`src/rtl/rect_reader.sv`:
```
// Streams a rectangular region of a column-major RGB frame buffer out as a pixel
// stream, throttling RAM reads so every returning word is guaranteed a FIFO slot.
module rect_reader #(
  parameter int FB_COLS    = 160,
  parameter int FB_ROWS    = 120,
  parameter int RD_LATENCY = 2,
  parameter int FIFO_DEPTH = 4
) (
  input  logic        clk,
  input  logic        rst,
  input  logic        start,
  input  logic [7:0]  col_start,
  input  logic [6:0]  row_start,
  input  logic [7:0]  width,
  input  logic [6:0]  height,
  output logic        busy,
  output logic        done,
  output logic        err,
  output logic [14:0] mem_rd_addr,
  output logic        mem_rd_en,
  input  logic [23:0] mem_rd_data,
  output logic [23:0] pix_data,
  output logic        pix_valid,
  input  logic        pix_ready,
  output logic        pix_last
);
  localparam int AW = (FIFO_DEPTH > 1) ? $clog2(FIFO_DEPTH) : 1;
  localparam int CW = $clog2(FIFO_DEPTH + 1);
  localparam logic [14:0] ROW_STRIDE = 15'(FB_ROWS);

  typedef enum logic [2:0] {S_IDLE, S_CHECK, S_ISSUE, S_DRAIN, S_FIN} state_t;

  state_t                r_state;
  logic [7:0]            r_col, r_width, r_i;
  logic [6:0]            r_row, r_height, r_j;
  logic [14:0]           r_addr, r_col_addr;
  logic                  r_busy, r_done, r_err;
  logic [CW-1:0]         r_infl, r_cnt;
  logic [RD_LATENCY-1:0] r_pipe_vld, r_pipe_last;
  logic [23:0]           r_fifo_data [FIFO_DEPTH];
  logic [FIFO_DEPTH-1:0] r_fifo_last;
  logic [AW-1:0]         r_wp, r_rp;

  logic        w_zero, w_oob, w_credit, w_issue, w_last_issue, w_push, w_pop, w_valid;
  logic [14:0] w_base;

  function automatic logic [AW-1:0] ptr_inc(input logic [AW-1:0] p);
    return (p == AW'(FIFO_DEPTH - 1)) ? '0 : p + AW'(1);
  endfunction

  assign w_zero       = (r_width == 8'd0) || (r_height == 7'd0);
  assign w_oob        = ({1'b0, r_col} + {1'b0, r_width} > 9'(FB_COLS)) ||
                        ({1'b0, r_row} + {1'b0, r_height} > 8'(FB_ROWS));
  assign w_base       = 15'(r_col) * ROW_STRIDE + 15'(r_row);
  assign w_credit     = (32'(r_infl) + 32'(r_cnt)) < 32'(FIFO_DEPTH);
  assign w_issue      = (r_state == S_ISSUE) && w_credit;
  assign w_last_issue = (r_i == r_width - 8'd1) && (r_j == r_height - 7'd1);
  assign w_push       = r_pipe_vld[RD_LATENCY-1];
  assign w_valid      = (r_cnt != '0);
  assign w_pop        = w_valid && pix_ready;

  assign busy        = r_busy;
  assign done        = r_done;
  assign err         = r_err;
  assign mem_rd_en   = w_issue;
  assign mem_rd_addr = r_addr;
  assign pix_valid   = w_valid;
  assign pix_data    = w_valid ? r_fifo_data[r_rp] : '0;
  assign pix_last    = w_valid && r_fifo_last[r_rp];

  always_ff @(posedge clk) begin
    if (r_state == S_IDLE && start) begin
      r_col    <= col_start;
      r_row    <= row_start;
      r_width  <= width;
      r_height <= height;
    end
  end

  always_ff @(posedge clk or posedge rst) begin
    if (rst) begin
      r_state    <= S_IDLE;
      r_busy     <= 1'b0;
      r_done     <= 1'b0;
      r_err      <= 1'b0;
      r_i        <= '0;
      r_j        <= '0;
      r_addr     <= '0;
      r_col_addr <= '0;
    end else begin
      r_done <= 1'b0;
      case (r_state)
        S_IDLE: if (start) begin
          r_err   <= 1'b0;
          r_busy  <= 1'b1;
          r_state <= S_CHECK;
        end
        S_CHECK: begin
          if (w_zero || w_oob) begin
            r_err   <= w_oob && !w_zero;
            r_done  <= 1'b1;
            r_state <= S_FIN;
          end else begin
            r_i        <= '0;
            r_j        <= '0;
            r_addr     <= w_base;
            r_col_addr <= w_base;
            r_state    <= S_ISSUE;
          end
        end
        // Row index runs fastest; a column wrap jumps the base by one frame column.
        S_ISSUE: if (w_issue) begin
          if (r_j == r_height - 7'd1) begin
            r_j        <= '0;
            r_i        <= r_i + 8'd1;
            r_col_addr <= r_col_addr + ROW_STRIDE;
            r_addr     <= r_col_addr + ROW_STRIDE;
            if (r_i == r_width - 8'd1) r_state <= S_DRAIN;
          end else begin
            r_j    <= r_j + 7'd1;
            r_addr <= r_addr + 15'd1;
          end
        end
        S_DRAIN: if (w_pop && pix_last) begin
          r_done  <= 1'b1;
          r_state <= S_FIN;
        end
        S_FIN: begin
          r_busy  <= 1'b0;
          r_state <= S_IDLE;
        end
        default: r_state <= S_IDLE;
      endcase
    end
  end

  // Read-return stage: valid bits track each strobe until its data arrives.
  always_ff @(posedge clk or posedge rst) begin
    if (rst) begin
      r_pipe_vld <= '0;
      r_infl     <= '0;
    end else begin
      r_pipe_vld[0] <= w_issue;
      for (int k = 1; k < RD_LATENCY; k++) r_pipe_vld[k] <= r_pipe_vld[k-1];
      case ({w_issue, w_push})
        2'b10:   r_infl <= r_infl + CW'(1);
        2'b01:   r_infl <= r_infl - CW'(1);
        default: r_infl <= r_infl;
      endcase
    end
  end

  always_ff @(posedge clk) begin
    r_pipe_last[0] <= w_issue && w_last_issue;
    for (int k = 1; k < RD_LATENCY; k++) r_pipe_last[k] <= r_pipe_last[k-1];
  end

  // Output FIFO stage.
  always_ff @(posedge clk or posedge rst) begin
    if (rst) begin
      r_wp  <= '0;
      r_rp  <= '0;
      r_cnt <= '0;
    end else begin
      if (w_push) r_wp <= ptr_inc(r_wp);
      if (w_pop)  r_rp <= ptr_inc(r_rp);
      case ({w_push, w_pop})
        2'b10:   r_cnt <= r_cnt + CW'(1);
        2'b01:   r_cnt <= r_cnt - CW'(1);
        default: r_cnt <= r_cnt;
      endcase
    end
  end

  always_ff @(posedge clk) begin
    if (w_push) begin
      r_fifo_data[r_wp] <= mem_rd_data;
      r_fifo_last[r_wp] <= r_pipe_last[RD_LATENCY-1];
    end
  end

endmodule

```
`config.mk`:
```
export PLATFORM = sky130hd
export DESIGN_NAME = rect_reader
export DESIGN_NICKNAME = d
export VERILOG_FILES = /design/src/rtl/rect_reader.sv
export SDC_FILE = /design/constraint.sdc
export NUM_CORES = 1
export LEC_CHECK = 0
export ABC_AREA = 1
export CORE_ASPECT_RATIO = 1.5
export CORE_UTILIZATION = 55
export CTS_BUF_LIST = sky130_fd_sc_hd__clkbuf_2 sky130_fd_sc_hd__clkbuf_4 sky130_fd_sc_hd__clkbuf_8
export DETAILED_ROUTE_END_ITERATION = 16
export PLACE_DENSITY = 0.77
export SYNTH_ARGS = -nofsm -noshare
export SYNTH_HDL_FRONTEND = slang
export SYNTH_SLANG_ARGS = --single-unit
```
`constraint.sdc`:
```
create_clock -name clk -period 4.5 [get_ports clk]
set_input_delay 0.9 -clock clk [delete_from_list [all_inputs] [get_ports clk]]
set_output_delay 0.9 -clock clk [all_outputs]
set_load 0.005 [all_outputs]
```
==> metrics.cfg <==
[cells_and_area]
area_growth_pct=15.5
final_util=0.644
area.sequential_sq_um=5520
layout_commonest_cell=nand2_1
final_cell_area_sq_um=12700
layout.cells.non_filler=1611
num_antenna_cells=0
drive_above_1_share=0.0459
nFillCells=1631
multiInputGateArea_sq_um=4780
nets=1465
final_cell_mix=276 x nand2_1, 162 x nor2_1, 133 x inv_1

[clocking]
path_clk_slew_ns=0.11
cts_tree=yes
cts-root-buf=clkbuf_8
cts.htree.levels=4
numClockSinks=195
clk_latency_ns=0.48
cts_buffer_depth=2
post_cts_resized=0
cts_hold_buffers=0
post_cts_buffers=0
cts_inserted_buffers=17

[sta]
setup_tns_ns=0
period_share=0.869
setup_viol=0
period_minus_slack_ns=3.91
worstMarginPinSlew_ns=1.14
max_freq_mhz=256
slew_headroom=0.236
clock_skew_ns=0.0198
rsz0062_at_grt=no
hold_violations=0
slew_viol_final=0

[pwr]
p_sw_mw=3.00
seqPwrFrac=0.359
clkPwrFrac=0.170
irDropWorstVdd_mv=0.257
power.total_mw=7.07
internal_power_mw=4.07
switching_share=0.425
p_leak_nw=5.46
pwr-share-comb=0.471
p_per_area_nw_per_um2=557

[routing]
first_pass_iters=5
remaining_drc_errors=0
wl_per_cell_microns=15.0
via_per_inst=5.41
vias=8713
drt_iter0_drc=710
antenna_left=0
postRouteWirelength_microns=24200

[global_route]
grt_overflow_total=0
grt_pass1_vias=8519
grt_start_max_net_pins=53
antenna_found_initial=0
grt_pass1_wl_microns=40000
track_usage=0.246

[worst_hold_path]
hp-class=flop to flop
whs_path_depth=0

[place]
place_area_sq_um=12300
gp_congestion=0.920
dpl.hpwl_microns=17700
post-place-cells=1579
io_buffers=102

[floorplan]
fp.dieArea_sq_um=20600
die_x_microns=117
ioPinCount=103
fp.dieH_microns=175
start_util=0.558
placementRows=63
core_sq_um=19700

[setup_path]
crit_required_ns=4.88
crit_type=flop to flop
cp.arrival_ns=4.29
reg2reg_depth=17
critical_path.max_fanout=6
end_kind=flop
worstSetupStartpointType=flop

[yosys]
seq_area_frac_synth=0.502
synth_area_leaders=edfxtp_1 36%, dfrtp_1 14%, nand2_1 9.4%
synth_top_area_cell=edfxtp_1
ys_seq_elements=195
synth-edff-count=130
synth_flop_cell=edfxtp_1
netlist_instances=1237
yosysWarnings=0
synth_top_area_share=0.355
syn_nets=1364
synth_area_per_cell_sq_um=8.88
synth_area_sq_um=11000
synth.distinct_cells=43
synthArstFlopShare=0.323

[run]
cap_violations=0

[outcome]
run_status=complete, no violations

==> metrics by stage <==
step | hold slack, ns | setup WS [ns]
6_report | 0.338 | 0.587
5_1_grt | 0.355 | 0.283
4_1_cts | 0.341 | 0.584
3_5_place_dp | 0.314 | 0.602
3_3_place_gp | 0.311 | 0.737
2_1_floorplan | 0.310 | 0.968
==> Yosys cell counts, types with 3 or more instances <==
cell type	count
a21oi_1	54
buf_2	5
buf_6	4
clkbuf_1	18
dfrtp_1	63
edfxtp_1	130
fa_1	18
ha_1	51
inv_1	134
inv_2	3
nand2_1	276
nand2_4	3
nand3_1	81
nand3b_1	4
nand4_1	23
nor2_1	162
nor3_1	13
o21ai_0	105
o21ai_1	13
or2_2	5
xnor2_1	15
xor2_1	28
==> sequential cells by signal, indices dropped and copies added (netlist names), 3 cells and up <==
register and cells:
r_col_addr 15, r_fifo_data 96, r_i 8, r_width 8, r_row 7, r_fifo_last 4
r_state 3, r_cnt 3, r_infl 3, r_j 7, r_height 7, mem_rd_addr 15
r_col 8
==> power groups by stage <==
stage               registers (mW)  clock network, mW  logic (mW)
floorplan                     2.50                  0        2.19
global placement              2.56                  0        3.22
detailed placement            2.57                  0        3.32
CTS                           2.54               1.22        3.34
global route                  2.58               1.29        3.75
finish                        2.54               1.20        3.33
==> layer usage <==
layer  vias to the layer above  GRT usage  routed length [microns]
met5                         -          0                        0
met4                         0      0.121                      994
met3                        61     0.0339                      928
met2                       247      0.465                    13000
met1                      4112      0.265                     9250
li1                       4293          -                        -
==> path summary, 6_finish.rpt <==
| kind | startpoint | end | slack, ns |
|---|---|---|---|
| worst max-delay path | r_col[1] | mem_rd_addr[13] | 0.59 |
| worst min-delay path | r_pipe_last[0] | r_pipe_last[1] | 0.34 |
| worst max register to register | r_col[1] | mem_rd_addr[13] | 0.59 |
| worst min register to register | r_pipe_last[0] | r_pipe_last[1] | 0.34 |
| max in group asynchronous | rst | mem_rd_addr[3] | 2.73 |
| min in group asynchronous | rst | mem_rd_addr[5] | 0.88 |
==> critical path, stage by stage, from the launching register on <==
cell and delay (ns):
edfxtp_1 0.52, fa_1 0.53, fa_1 0.53, inv_1 0.06
fa_1 0.47, inv_1 0.04, ha_1 0.35, nand2_1 0.08
o21ai_0 0.27, nand2_1 0.09, nor2_1 0.26, nand4_1 0.18
nor2_1 0.12, nand2_1 0.06, nand3_1 0.10, nand2_1 0.06
nand2_1 0.06, nand2_1 0.05
==> cell type report <==
class,instances,share of cell area
Clock buffer,17,0.0184
Clock inverter,15,0.0167
Inverter,138,0.0408
Multi-Input combinational cell,872,0.376
Sequential cell,195,0.435
Tap cell,260,0.0256
Timing Repair Buffer,114,0.0875
==> cells by family after synthesis <==
group	synth area share
AO/OA/AOI/OAI	0.0843
adder cells (fa/ha/maj)	0.0909
XOR/XNOR	0.0364
buffers and inverters	0.0630
AND/OR/NAND/NOR	0.223
flip-flops	0.502
Power figures use the tool's default switching activity.
